## config.mk

```make
export PLATFORM = sky130hd
export DESIGN_NAME = uart_fifo_tx_flat
export DESIGN_NICKNAME = d
export VERILOG_FILES = /design/src/rtl/uart_fifo_tx_pkg.sv /design/src/rtl/uart_fifo_tx_if.sv /design/src/rtl/uart_baud_tick.sv /design/src/rtl/uart_fifo_tx.sv /design/src/flat_wrapper.sv
export SDC_FILE = /design/constraint.sdc
export NUM_CORES = 1
export LEC_CHECK = 0
export CORE_MARGIN = 2
export CORE_UTILIZATION = 55
export DETAILED_ROUTE_END_ITERATION = 7
export GPL_TIMING_DRIVEN = 1
export PLACE_DENSITY = 0.8
export RECOVER_POWER = 50
export SYNTH_ARGS = -nofsm -noshare
export SYNTH_HDL_FRONTEND = slang
export SYNTH_SLANG_ARGS = --single-unit
export TNS_END_PERCENT = 1
```

## constraint.sdc

```tcl
create_clock -name clk -period 2.4 [get_ports clk]
set_clock_uncertainty 0.15 [all_clocks]
set_input_delay 0.24 -clock clk [delete_from_list [all_inputs] [get_ports clk]]
set_output_delay 0.24 -clock clk [all_outputs]
set_load 0.01 [all_outputs]
```

## src/rtl/uart_fifo_tx_pkg.sv

```systemverilog
// Shared UART definitions: FSM state encoding, parity codes and bit-period helper.
// Intended to be shared by the transmit side and the planned receive side.
package uart_fifo_tx_pkg;

   typedef enum logic [2:0] {
      ST_IDLE  = 3'd0,
      ST_START = 3'd1,
      ST_DATA  = 3'd2,
      ST_PAR   = 3'd3,
      ST_STOP  = 3'd4
   } tx_state_e;

   localparam int PAR_NONE = 0;
   localparam int PAR_ODD  = 1;
   localparam int PAR_EVEN = 2;

   // Clocks per bit, rounded to nearest.
   function automatic int baud_div(input int clk_freq, input int baud);
      return (clk_freq + baud / 2) / baud;
   endfunction

endpackage

```

## src/rtl/uart_fifo_tx_if.sv

```systemverilog
// Show-ahead FIFO read port as seen by the UART transmitter.
// master = transmitter (issues the pop), slave = FIFO (presents head word and flag).
interface uart_fifo_tx_if #(
   parameter int DSIZE = 8
);
   logic [DSIZE-1:0] fifo_rdata;
   logic             fifo_empty;
   logic             fifo_rinc;

   modport master (input fifo_rdata, input fifo_empty, output fifo_rinc);
   modport slave  (output fifo_rdata, output fifo_empty, input fifo_rinc);
endinterface

```

## src/rtl/uart_baud_tick.sv

```systemverilog
// Free-running bit-period counter with synchronous clear.
// tick is high for the single cycle in which the count equals DIV-1.
module uart_baud_tick #(
   parameter int DIV = 434
) (
   input  logic clk,
   input  logic rst,
   input  logic clr,
   output logic tick
);
   localparam int          W    = (DIV > 1) ? $clog2(DIV) : 1;
   localparam logic [W-1:0] LAST = W'(DIV - 1);

   logic [W-1:0] cnt_q, cnt_d;

   assign tick = (cnt_q == LAST);

   always_comb begin
      cnt_d = cnt_q + 1'b1;
      if (clr || tick) cnt_d = '0;
   end

   always_ff @(posedge clk) begin
      if (rst) cnt_q <= '0;
      else     cnt_q <= cnt_d;
   end
endmodule

```

## src/rtl/uart_fifo_tx.sv

```systemverilog
// UART transmitter draining a show-ahead FIFO: pops one word when idle and
// sends start, DSIZE data bits LSB-first, optional parity, then stop bit(s).
module uart_fifo_tx
   import uart_fifo_tx_pkg::*;
#(
   parameter int CLK_FREQ  = 50_000_000,
   parameter int BAUD      = 115200,
   parameter int DSIZE     = 8,
   parameter int PARITY    = 0,
   parameter int STOP_BITS = 1
) (
   input  logic           clk,
   input  logic           rst,
   uart_fifo_tx_if.master fifo,
   output logic           txd,
   output logic           busy
);
   localparam int   DIV     = baud_div(CLK_FREQ, BAUD);
   localparam int   BCW     = $clog2(DSIZE + 1);
   localparam bit   PAR_ON  = (PARITY == PAR_ODD) || (PARITY == PAR_EVEN);
   localparam logic PAR_INV = (PARITY == PAR_ODD);

   localparam logic [BCW-1:0] LAST_DATA = BCW'(DSIZE - 1);
   localparam logic [BCW-1:0] LAST_STOP = BCW'(STOP_BITS - 1);

   tx_state_e        state_q, state_d;
   logic [DSIZE-1:0] shreg_q, shreg_d;
   logic [BCW-1:0]   bit_q, bit_d;
   logic             par_q, par_d;
   logic             guard_q;
   logic             txd_q, txd_d;
   logic             pop;
   logic             tick;
   logic             clr;

   // Every state entry restarts the bit period; idle keeps it parked at zero.
   assign clr = (state_d != state_q) || (state_q == ST_IDLE);

   uart_baud_tick #(.DIV(DIV)) u_tick (
      .clk  (clk),
      .rst  (rst),
      .clr  (clr),
      .tick (tick)
   );

   always_comb begin
      state_d = state_q;
      shreg_d = shreg_q;
      bit_d   = bit_q;
      par_d   = par_q;
      pop     = 1'b0;

      case (state_q)
         ST_IDLE: begin
            // guard_q masks the flag for one cycle while the FIFO updates it.
            if (!rst && !fifo.fifo_empty && !guard_q) begin
               pop     = 1'b1;
               shreg_d = fifo.fifo_rdata;
               par_d   = (^fifo.fifo_rdata) ^ PAR_INV;
               state_d = ST_START;
            end
         end
         ST_START: begin
            if (tick) begin
               bit_d   = '0;
               state_d = ST_DATA;
            end
         end
         ST_DATA: begin
            if (tick) begin
               shreg_d = {1'b0, shreg_q[DSIZE-1:1]};
               if (bit_q == LAST_DATA) begin
                  bit_d   = '0;
                  state_d = PAR_ON ? ST_PAR : ST_STOP;
               end else begin
                  bit_d = bit_q + 1'b1;
               end
            end
         end
         ST_PAR: begin
            if (tick) begin
               bit_d   = '0;
               state_d = ST_STOP;
            end
         end
         ST_STOP: begin
            if (tick) begin
               if (bit_q == LAST_STOP) begin
                  bit_d   = '0;
                  state_d = ST_IDLE;
               end else begin
                  bit_d = bit_q + 1'b1;
               end
            end
         end
         default: state_d = ST_IDLE;
      endcase

      // Line level is registered from the next state so txd is glitch-free.
      case (state_d)
         ST_START: txd_d = 1'b0;
         ST_DATA:  txd_d = shreg_d[0];
         ST_PAR:   txd_d = par_d;
         default:  txd_d = 1'b1;
      endcase
   end

   always_ff @(posedge clk) begin
      if (rst) begin
         state_q <= ST_IDLE;
         shreg_q <= '0;
         bit_q   <= '0;
         par_q   <= 1'b0;
         guard_q <= 1'b0;
         txd_q   <= 1'b1;
      end else begin
         state_q <= state_d;
         shreg_q <= shreg_d;
         bit_q   <= bit_d;
         par_q   <= par_d;
         guard_q <= pop;
         txd_q   <= txd_d;
      end
   end

   assign fifo.fifo_rinc = pop;
   assign busy           = (state_q != ST_IDLE) || pop;
   assign txd            = txd_q;
endmodule

```

## src/flat_wrapper.sv

```systemverilog
// flat-port wrapper written by rule: the top's interface ports become plain ports
module uart_fifo_tx_flat import uart_fifo_tx_pkg::*;
#(
   parameter int CLK_FREQ  = 50_000_000,
   parameter int BAUD      = 115200,
   parameter int DSIZE     = 8,
   parameter int PARITY    = 0,
   parameter int STOP_BITS = 1
)
  (clk, rst, txd, busy, fifo_fifo_rdata, fifo_fifo_empty, fifo_fifo_rinc);
  uart_fifo_tx_if #(.DSIZE(DSIZE)) fifo_i ();
  input  logic clk;
  input  logic rst;
  output logic txd;
  output logic busy;
  input wire logic [$bits(fifo_i.fifo_rdata)-1:0] fifo_fifo_rdata;
  input wire logic [$bits(fifo_i.fifo_empty)-1:0] fifo_fifo_empty;
  output wire logic [$bits(fifo_i.fifo_rinc)-1:0] fifo_fifo_rinc;
  assign fifo_i.fifo_rdata = fifo_fifo_rdata;
  assign fifo_i.fifo_empty = fifo_fifo_empty;
  assign fifo_fifo_rinc = fifo_i.fifo_rinc;
  uart_fifo_tx #(.CLK_FREQ(CLK_FREQ), .BAUD(BAUD), .DSIZE(DSIZE), .PARITY(PARITY), .STOP_BITS(STOP_BITS)) u_core (.clk(clk), .rst(rst), .fifo(fifo_i), .txd(txd), .busy(busy));
endmodule
```

==> impl_metrics.py <==
metrics = {
    "yosys": {
        "yosysMostFrequentCell": "dfxtp_1",
        "ys_warn_count": 0,
        "yosysTopAreaCell": "dfxtp_1",
        "yosys_most_used_dff": "dfxtp_1",
        "synthSimpleGateAreaFrac_pct": 26.6,
        "avgSynthCellArea_um2": 8.85,
        "synth_top_family_by_area": "simple AND/OR/NAND/NOR gates",
        "yosysUniqueCellTypes": 43,
        "yosysSeqAreaShare_pct": 39.2,
        "synth-compound-area-share_pct": 14.9,
        "syn_inst": 156,
        "syn_area_um2": 1380,
        "yosys-top-cells-count": "dfxtp_1 (27), nor2_1 (25), a21oi_1 (14)",
        "async_reset_ff_share_pct": 0,
        "synth_top_area_share_pct": 39.2,
        "synth-edff-count": 0,
        "yosys-mux-area-fraction_pct": 0,
        "synth-xor-area-share_pct": 10.9,
        "ys_ff_latch": 27,
        "synth_area_leaders": "dfxtp_1 (39%), xnor2_1 (7.0%), nor2_1 (6.8%), a21oi_1 (5.1%), a22oi_1 (3.8%)",
        "synthAdderAreaFrac_pct": 3.63,
        "synth_nets": 171,
    },
    "detailed_routing": {
        "wl_per_cell_um": 13.2,
        "drt_iter0_markers": 24,
        "num_vias": 1117,
        "ant_nets": 0,
        "first_pass_iters": 4,
        "viasPerCell": 5.59,
        "drc": 0,
        "routed_wl_mm": 2.65,
    },
    "timing": {
        "min_period_over_period_pct": 95.2,
        "max_slew_margin_pct": 69.2,
        "period_minus_slack_ns": 2.29,
        "tns_ns": 0,
        "worst_slack_ns": 0.114,
        "hold_violations": 0,
        "rsz0062_at_grt": "no",
        "worst_pin_slew_ns": 0.462,
        "max_freq_mhz": 437,
        "hold_slack_ns": 0.321,
        "setup_viol": 0,
        "final_max_slew_viol_count": 0,
    },
    "power": {
        "comb_power_share_pct": 14.4,
        "clkPwrFrac_pct": 25.2,
        "p_sw_w": 0.000193,
        "ir_worst_vdd_mv": 0.352,
        "p_sw_share_pct": 24.8,
        "p_int_w": 0.000586,
        "p_per_area_nw_per_um2": 502,
        "p_leak_nw": 0.555,
        "seq_power_share_pct": 60.3,
    },
    "grt": {
        "grt_max_degree": 15,
        "grt_pass1_wl_mm": 4.24,
        "grt.total_usage_pct": 19.7,
        "antenna_found_initial": 0,
        "grt_pass1_vias": 1046,
        "grt-ovfl-total": 0,
    },
    "layout": {
        "fillers": 209,
        "design_area_um2": 1550,
        "drive_gt1_share_pct": 7.06,
        "num_antenna_cells": 0,
        "multi_input_area_um2": 772,
        "final_core_util_pct": 63.8,
        "syn_to_final_growth_pct": 12.4,
        "nNetsFinal": 186,
        "register_area_um2": 541,
    },
    "clocking": {
        "clk_path_buf_depth": 2,
        "cts_setup_buffers": 0,
        "post_cts_resized": 0,
        "cts.sinks": 27,
        "cts_buffers": 3,
        "ctsHoldBuffers": 0,
        "clk_latency_ns": 0.33,
        "cts.clk_slew.worst_paths_ns": 0.14,
        "cts_max_level": 1,
        "cts_root_buf": "clkbuf_4",
        "cts_tree": "yes",
    },
    "outcome": {
        "status": "completed",
    },
    "placement": {
        "place_ws_ns": 0.306,
        "gp_congestion": 0.854,
        "io_buffer_count": 13,
        "hpwl_mm": 2.02,
        "placed_area_um2": 1530,
    },
    "floorplan": {
        "start_util_pct": 56.7,
        "core_area_um2": 2430,
        "ios": 14,
        "die_w_um": 54.1,
        "rows": 18,
        "die_h_um": 54.1,
        "dieArea_um2": 2930,
    },
    "worst_setup_path": {
        "required_ns": 2.01,
        "end_kind": "primary output",
        "r2r_slack_ns": 0.24,
        "arrival_ns": 1.90,
        "cp_max_fo": 9,
        "rr_worst_depth": 6,
        "criticalPathCategory": "register to primary output",
        "start_kind": "register",
    },
    "worst_hold_path": {
        "holdPathStages": 2,
        "holdCritPathClass": "register to register",
    },
    "run": {
        "cap_violations": 0,
    },
}
[power groups by stage]
stage / Sequential, W / Combinational, W / Clock (W)
after floorplan: 0.000476 / 0.0000745 / 0
after detailed placement: 0.000480 / 0.000114 / 0
final: 0.000470 / 0.000112 / 0.000197
after global routing: 0.000472 / 0.000124 / 0.000218
after global placement: 0.000479 / 0.000112 / 0
after CTS: 0.000470 / 0.000115 / 0.000201
[cell families after synthesis]
family,count (synthesis)
fa+ha+maj,4
xor+xnor,15
buf+inv,11
compound gates,33
simple gates,66
flops,27
[layer usage]
layer  part of all wire, %  wire, um  track usage (%)  vias to the layer above
met5                     0         0                0                        -
met2                    50      1330             35.4                       19
met3                   2.8        73             2.22                        3
met4                   1.1        29             9.17                        0
met1                    46      1210             23.1                      519
li1                      -         -                -                      576
[path summary, 6_finish.rpt]
path / start / end
worst min register to register: u_core.shreg_q[1]$_SDFFE_PP0P_ / u_core.shreg_q[1]$_SDFFE_PP0P_
worst max-delay path: u_core.state_q[0]$_SDFF_PP0_ / fifo_fifo_rinc
worst max register to register: u_core.u_tick.cnt_q[0]$_SDFF_PP0_ / u_core.txd$_SDFF_PP1_
worst min-delay path: u_core.shreg_q[1]$_SDFFE_PP0P_ / u_core.shreg_q[1]$_SDFFE_PP0P_
[flip-flops by register name, summed over array words and instances, names as in the netlist]
name / count
u_core.bit_q: 4
u_core.guard_q: 1
u_core.par_q: 1
u_core.shreg_q: 8
u_core.state_q: 3
u_core.txd: 1
u_core.u_tick.cnt_q: 9
[cell usage in the layout, fill, tap and decap left out, drive strengths merged, types with 2 or more instances in the layout]
master / count
dfxtp: 27
nor2: 26
a21oi: 14
nand2: 13
clkdlybuf4s50: 12
xnor2: 12
a22oi: 7
clkbuf: 5
nand3: 4
ha: 4
buf: 4
inv: 3
nor2b: 3
o21ai: 3
xor2: 3
nor3b: 3
and3: 2
nor3: 2
and4b: 2
nand4: 2
a31oi: 2
[critical path, stage by stage, from the launching register on]
cell	delay (ns)
dfxtp_1	0.42
nor2_4	0.28
and3_1	0.29
clkdlybuf4s50_1	0.57
[through the flow]
step / total power, W / std cells
5_1_grt: 0.000815 / 200
4_1_cts: 0.000786 / 200
3_3_place_gp: 0.000591 / 196
6_report: 0.000779 / 200
3_5_place_dp: 0.000594 / 196
2_1_floorplan: 0.000550 / 156
[layout make-up]
cell class | count | share of cell area, %
Clock buffer | 4 | 1.69
Inverter | 3 | 0.726
Multi-Input combinational cell | 118 | 49.8
Sequential cell | 27 | 34.8
Tap cell | 30 | 2.42
Timing Repair Buffer | 18 | 10.6
Note: power is estimated with default switching activity, not from simulation.
